### src/rtl/sw_led_group_ctrl_pkg.sv
`default_nettype none
// ============================================================================
//  Package     : sw_led_pkg
//  Description : Shared types and default parameter values for the
//                switch/LED group controller.
//  Revision    : 1.0 - initial release
// ============================================================================
package sw_led_pkg;

    // Blanking behaviour selected by the mode input
    typedef enum logic {
        MODE_MOMENTARY = 1'b0,
        MODE_TOGGLE    = 1'b1
    } mode_e;

    localparam int c_DEF_N_GROUPS        = 4;
    localparam int c_DEF_GROUP_W         = 4;
    localparam int c_DEF_DEBOUNCE_CYCLES = 500000;

endpackage : sw_led_pkg
`default_nettype wire

### src/rtl/sw_led_group_ctrl_btn_debounce.sv
`default_nettype none
// ============================================================================
//  Module      : btn_debounce
//  Description : One push button: 2-flop synchroniser, stability counter,
//                debounced level and a one-cycle pulse on each accepted press.
//  Revision    : 1.0 - initial release
// ============================================================================
module btn_debounce
    import sw_led_pkg::*;
#(
    parameter int DEBOUNCE_CYCLES = c_DEF_DEBOUNCE_CYCLES
) (
    input  logic clk,
    input  logic rst,
    input  logic i_btn,
    output logic o_db,
    output logic o_press
);

    localparam int                 c_CNT_W    = $clog2(DEBOUNCE_CYCLES);
    localparam logic [c_CNT_W-1:0] c_CNT_LAST = c_CNT_W'(DEBOUNCE_CYCLES - 1);

    logic               r_meta;
    logic               r_sync;
    logic               r_db;
    logic               r_db_q;
    logic [c_CNT_W-1:0] r_cnt;

    // Bring the asynchronous button into the clock domain
    always_ff @(posedge clk) begin
        if (rst) begin
            r_meta <= 1'b0;
            r_sync <= 1'b0;
        end else begin
            r_meta <= i_btn;
            r_sync <= r_meta;
        end
    end

    // Accept a new level only after it differs from db for DEBOUNCE_CYCLES
    // consecutive cycles; any return to equality restarts the count
    always_ff @(posedge clk) begin
        if (rst) begin
            r_db   <= 1'b0;
            r_db_q <= 1'b0;
            r_cnt  <= '0;
        end else begin
            r_db_q <= r_db;
            if (r_sync == r_db) begin
                r_cnt <= '0;
            end else if (r_cnt == c_CNT_LAST) begin
                r_db  <= r_sync;
                r_cnt <= '0;
            end else begin
                r_cnt <= r_cnt + c_CNT_W'(1);
            end
        end
    end

    assign o_db    = r_db;
    // Rising edge of the debounced level only; releases give no pulse
    assign o_press = r_db & ~r_db_q;

endmodule : btn_debounce
`default_nettype wire

### src/rtl/sw_led_group_ctrl.sv
`default_nettype none
// ============================================================================
//  Module      : sw_led_group_ctrl
//  Description : Drives N_GROUPS groups of LEDs from synchronised switches,
//                each group blankable by its own debounced button, either
//                while held (momentary) or per press (toggle).
//  Revision    : 1.0 - initial release
// ============================================================================
module sw_led_group_ctrl
    import sw_led_pkg::*;
#(
    parameter int N_GROUPS        = c_DEF_N_GROUPS,
    parameter int GROUP_W         = c_DEF_GROUP_W,
    parameter int DEBOUNCE_CYCLES = c_DEF_DEBOUNCE_CYCLES
) (
    input  logic                          clk,
    input  logic                          rst,
    input  logic [N_GROUPS*GROUP_W-1:0]   sw,
    input  logic [N_GROUPS-1:0]           btn,
    input  logic                          mode,
    output logic [N_GROUPS*GROUP_W-1:0]   led,
    output logic [N_GROUPS-1:0]           blank
);

    localparam int c_LED_W = N_GROUPS * GROUP_W;

    // Refuse to build with parameters the counter or bit mapping cannot handle
    if (DEBOUNCE_CYCLES < 2 || N_GROUPS < 1 || GROUP_W < 1) begin : g_param_check
        $fatal(1, "sw_led_group_ctrl: illegal parameter value");
    end

    logic [c_LED_W-1:0]  r_sw_meta;
    logic [c_LED_W-1:0]  r_sw_sync;
    logic [N_GROUPS-1:0] w_db;
    logic [N_GROUPS-1:0] w_press;
    logic [N_GROUPS-1:0] r_blank;
    logic [c_LED_W-1:0]  w_led_nxt;
    logic [c_LED_W-1:0]  r_led;

    // One independent debouncer and LED mask per group
    for (genvar g = 0; g < N_GROUPS; g++) begin : g_grp
        btn_debounce #(
            .DEBOUNCE_CYCLES (DEBOUNCE_CYCLES)
        ) u_btn_debounce (
            .clk     (clk),
            .rst     (rst),
            .i_btn   (btn[g]),
            .o_db    (w_db[g]),
            .o_press (w_press[g])
        );

        assign w_led_nxt[g*GROUP_W +: GROUP_W] =
            r_sw_sync[g*GROUP_W +: GROUP_W] & {GROUP_W{~r_blank[g]}};
    end

    // Bring the asynchronous switches into the clock domain
    always_ff @(posedge clk) begin
        if (rst) begin
            r_sw_meta <= '0;
            r_sw_sync <= '0;
        end else begin
            r_sw_meta <= sw;
            r_sw_sync <= r_sw_meta;
        end
    end

    // Blanking follows the held button or flips per press; a mode change
    // keeps the current blank value as the starting point
    always_ff @(posedge clk) begin
        if (rst) begin
            r_blank <= '0;
        end else if (mode_e'(mode) == MODE_TOGGLE) begin
            r_blank <= r_blank ^ w_press;
        end else begin
            r_blank <= w_db;
        end
    end

    // Register the masked switch image onto the LEDs
    always_ff @(posedge clk) begin
        if (rst) begin
            r_led <= '0;
        end else begin
            r_led <= w_led_nxt;
        end
    end

    assign led   = r_led;
    assign blank = r_blank;

endmodule : sw_led_group_ctrl
`default_nettype wire

### config.mk
export PLATFORM = sky130hd
export DESIGN_NAME = sw_led_group_ctrl
export DESIGN_NICKNAME = d
export VERILOG_FILES = /design/src/rtl/sw_led_group_ctrl_pkg.sv /design/src/rtl/sw_led_group_ctrl_btn_debounce.sv /design/src/rtl/sw_led_group_ctrl.sv
export SDC_FILE = /design/constraint.sdc
export NUM_CORES = 1
export LEC_CHECK = 0
export CORE_MARGIN = 10
export CORE_UTILIZATION = 40
export DETAILED_ROUTE_END_ITERATION = 10
export PLACE_DENSITY = 0.59
export RECOVER_POWER = 50
export SETUP_SLACK_MARGIN = 0.15
export SYNTH_ARGS = -nofsm -noshare
export SYNTH_HDL_FRONTEND = slang
export SYNTH_SLANG_ARGS = --single-unit
### constraint.sdc
create_clock -name clk -period 3.6 [get_ports clk]
set_input_delay 1.08 -clock clk [delete_from_list [all_inputs] [get_ports clk]]
set_output_delay 1.08 -clock clk [all_outputs]
set_load 0.01 [all_outputs]
==> qor.txt <==
number of antenna violations at the first check in global routing = 0
Syn Area/Cell = 9.573 sq um
clock tree root driver cell = sky130_fd_sc_hd__clkbuf_16
number of synthesis warnings = 0
final worst path period need = 2.611 ns
area share of the largest cell type after synthesis = 52.55%
number of library cell types mapped by synthesis = 44
Detailed Place HPWL = 6.976 mm
total count of hold-check failures in the final report = 0
number of input and output port buffers inserted = 42
Via Count = 4024
count of state elements after synthesis = 144
Largest stage delay, worst path = 0.79 ns
placed cell count = 776
post-synthesis cell area = 5485 sq um
Max VDD drop = 0.0003666 V
Worst Hold Margin = 0.4225 ns
cell-internal power = 2566 uW
Hold/Removal Path Class = flop to flop
Total Nets Final = 646
pins over their slew limit = 0
Longest Clk Path Bufs = 2
sequential power share = 49.0%
flip-flop cell with the highest count after synthesis = sky130_fd_sc_hd__dfxtp_1
required time of the worst setup path = 3.88 ns
leakage power = 0.002109 uW
iteration-0 DRC count of the detailed router = 216
Top Ports = 43
total routed wirelength = 10.10 mm
CTS Hold Bufs = 0
type of the worst setup path = primary input to flop
core area = 13350 sq um
commonest non-fill, non-tap cell in the layout = sky130_fd_sc_hd__dfxtp_1
switching share of power = 22.73%
Die Span Y = 137.1 um
Switching Power = 754.9 uW
number of nets still failing antenna checks after routing = 0
share of cells above drive strength 1 = 7.911%
Clock power frac = 48.6%
worst-case headroom to the max-slew limit = 13.88%
instance count of the mapped netlist = 573
Max-Cap Viols = 0
Setup Slack @ Placement = 1.016 ns
syn_nets = 600
number of setup violations in the final report = 0
clock buffers created by TritonCTS = 17
placer's final routability congestion estimate = 0.8045
EDFF count, synth = 0
horizontal extent of the die = 137.1 um
filler cell count = 1295
Antenna Diode Count = 0
DRC violations left = 0
cell types with the largest area share after synthesis = sky130_fd_sc_hd__dfxtp_1 (53%), sky130_fd_sc_hd__xnor2_1 (6.7%), sky130_fd_sc_hd__nor2_1 (5.8%)
power after layout = 3321 uW
period utilisation layout = 72.51%
Sum Neg Setup Slack = 0 ns
clock network latency to the later pin of the worst-skew pair = 0.42 ns
clock net sink count = 144
actual transition at the worst max-transition pin = 1.283 ns
leading cell types in the layout, fill and taps excluded = sky130_fd_sc_hd__dfxtp_1 (144), sky130_fd_sc_hd__nor2_1 (85), sky130_fd_sc_hd__nor2b_1 (47)
htree depth = 4
Layout Area Growth over Synthesis = 20.53%
number of optimization iterations in the first detailed-route pass = 4
standard-cell row count = 42
cells along the critical path = clkbuf_1, nor2_1, o31ai_2, clkbuf_1, nor2_1
f_max = 0.3831 GHz
vias in the first global route = 3900
buffer count from post-CTS setup fixing = 0
setup slack after layout = 0.9895 ns
dominant cell type by area after synthesis = sky130_fd_sc_hd__dfxtp_1
share of synthesized registers carrying an async set or reset = 0%
crit-path max FO = 27
drt wl/cell = 12.50 um
effective utilization at floorplan = 41.09%
post-layout instance count excluding filler cells = 808
logic gate share of total power = 2.4%
wire length of the first global-routing pass = 17.49 mm
Total Die Area = 18800 sq um
total power divided by cell area = 502.3 nW/um^2
status = completed
Global Route Usage Sum = 11.45%
total grt overflow = 0
largest net degree at the start of global routing = 36
clk_skew = 0.007714 ns
fraction of the yosys area taken by sequential cells = 52.55%
nature of the critical path endpoint = flop
gate family responsible for the most delay along the worst path = buffers and inverters
RSZ-0062 raised after global routing = false
data arrival time of the worst path = 2.89 ns
vias per cell = 4.980
Buf+Inv Stages, Crit Path = 2
clock tree from TritonCTS = yes
CTS clk-pin slew, worst paths = 0.06 ns
launching element type of the critical path = primary input
slowest CP cell = sky130_fd_sc_hd__clkbuf_1
CTS-repair resized insts = 0
==> final timing paths <==
kind                                                        from                                to  slack, ns  depth (start not counted)
worst max-delay path                                         rst  g_grp[0].u_btn_debounce.r_cnt[8]       0.99                          5
worst min-delay path                                r_sw_sync[8]                            led[8]       0.42                          1
worst max register to register  g_grp[2].u_btn_debounce.r_cnt[0]  g_grp[2].u_btn_debounce.r_cnt[4]       1.34                          4
worst min register to register                      r_sw_sync[8]                            led[8]       0.42                          1
==> state kept, by name (all words and copies together), names as in the netlist, 16 cells and up <==
signal and count:
g_grp.u_btn_debounce.r_cnt 76, led 16, r_sw_meta 16, r_sw_sync 16
==> cell usage after synthesis, types with 12 or more instances <==
cell,number
sky130_fd_sc_hd__and2_1,16
sky130_fd_sc_hd__clkbuf_1,12
sky130_fd_sc_hd__dfxtp_1,144
sky130_fd_sc_hd__inv_1,12
sky130_fd_sc_hd__nand2_1,22
sky130_fd_sc_hd__nand3_1,26
sky130_fd_sc_hd__nand4_1,23
sky130_fd_sc_hd__nor2_1,85
sky130_fd_sc_hd__nor2b_1,47
sky130_fd_sc_hd__nor3_1,15
sky130_fd_sc_hd__nor4_1,21
sky130_fd_sc_hd__xnor2_1,42
sky130_fd_sc_hd__xor2_1,18
==> kinds of logic after synthesis <==
logic type,Yosys count,synth area share (%)
AOI/OAI and AO/OA,33,3.878
xor gates and xnor gates,60,9.580
adders and majority gates,4,0.9124
buffers and inverters,29,2.190
DFF,144,52.55
muxes,10,1.985
and+or+nand+nor,293,28.90
==> cell type report <==
class / instances / area [sq um] / area share, %
Inverter: 12 / 45.04 / 0.6813
Clock inverter: 15 / 130.1 / 1.968
Clock buffer: 17 / 425.4 / 6.435
Tap cell: 176 / 220.2 / 3.331
Timing Repair Buffer: 44 / 425.4 / 6.435
Multi-Input combinational cell: 400 / 2482 / 37.55
Sequential cell: 144 / 2883 / 43.60
==> power groups by stage <==
stage	Sequential (uW)	Combinational, uW	Clock [uW]
final	1630	79.4	1610
after floorplan	1660	38.2	0
after global placement	1660	80.6	0
after detailed placement	1660	82.1	0
after global routing	1630	88.8	1730
after CTS	1630	82.3	1660
==> layer usage <==
metal	up-vias	share of wire, %	GRT usage (%)
li1	2070	-	-
met3	18	5.0	4.545
met5	-	0	0
met1	1876	46	13.23
met2	60	47	17.94
met4	0	2.1	5.913
==> metrics by stage <==
step | utilization [%] | instance area, sq um
after floorplan | - | 5485
after global placement | 45.41 | 6061
after detailed placement | 45.41 | 6061
after CTS | 49.57 | 6616
after global routing | 49.53 | 6611
final | 49.53 | 6611
Power figures use the tool's default switching activity.
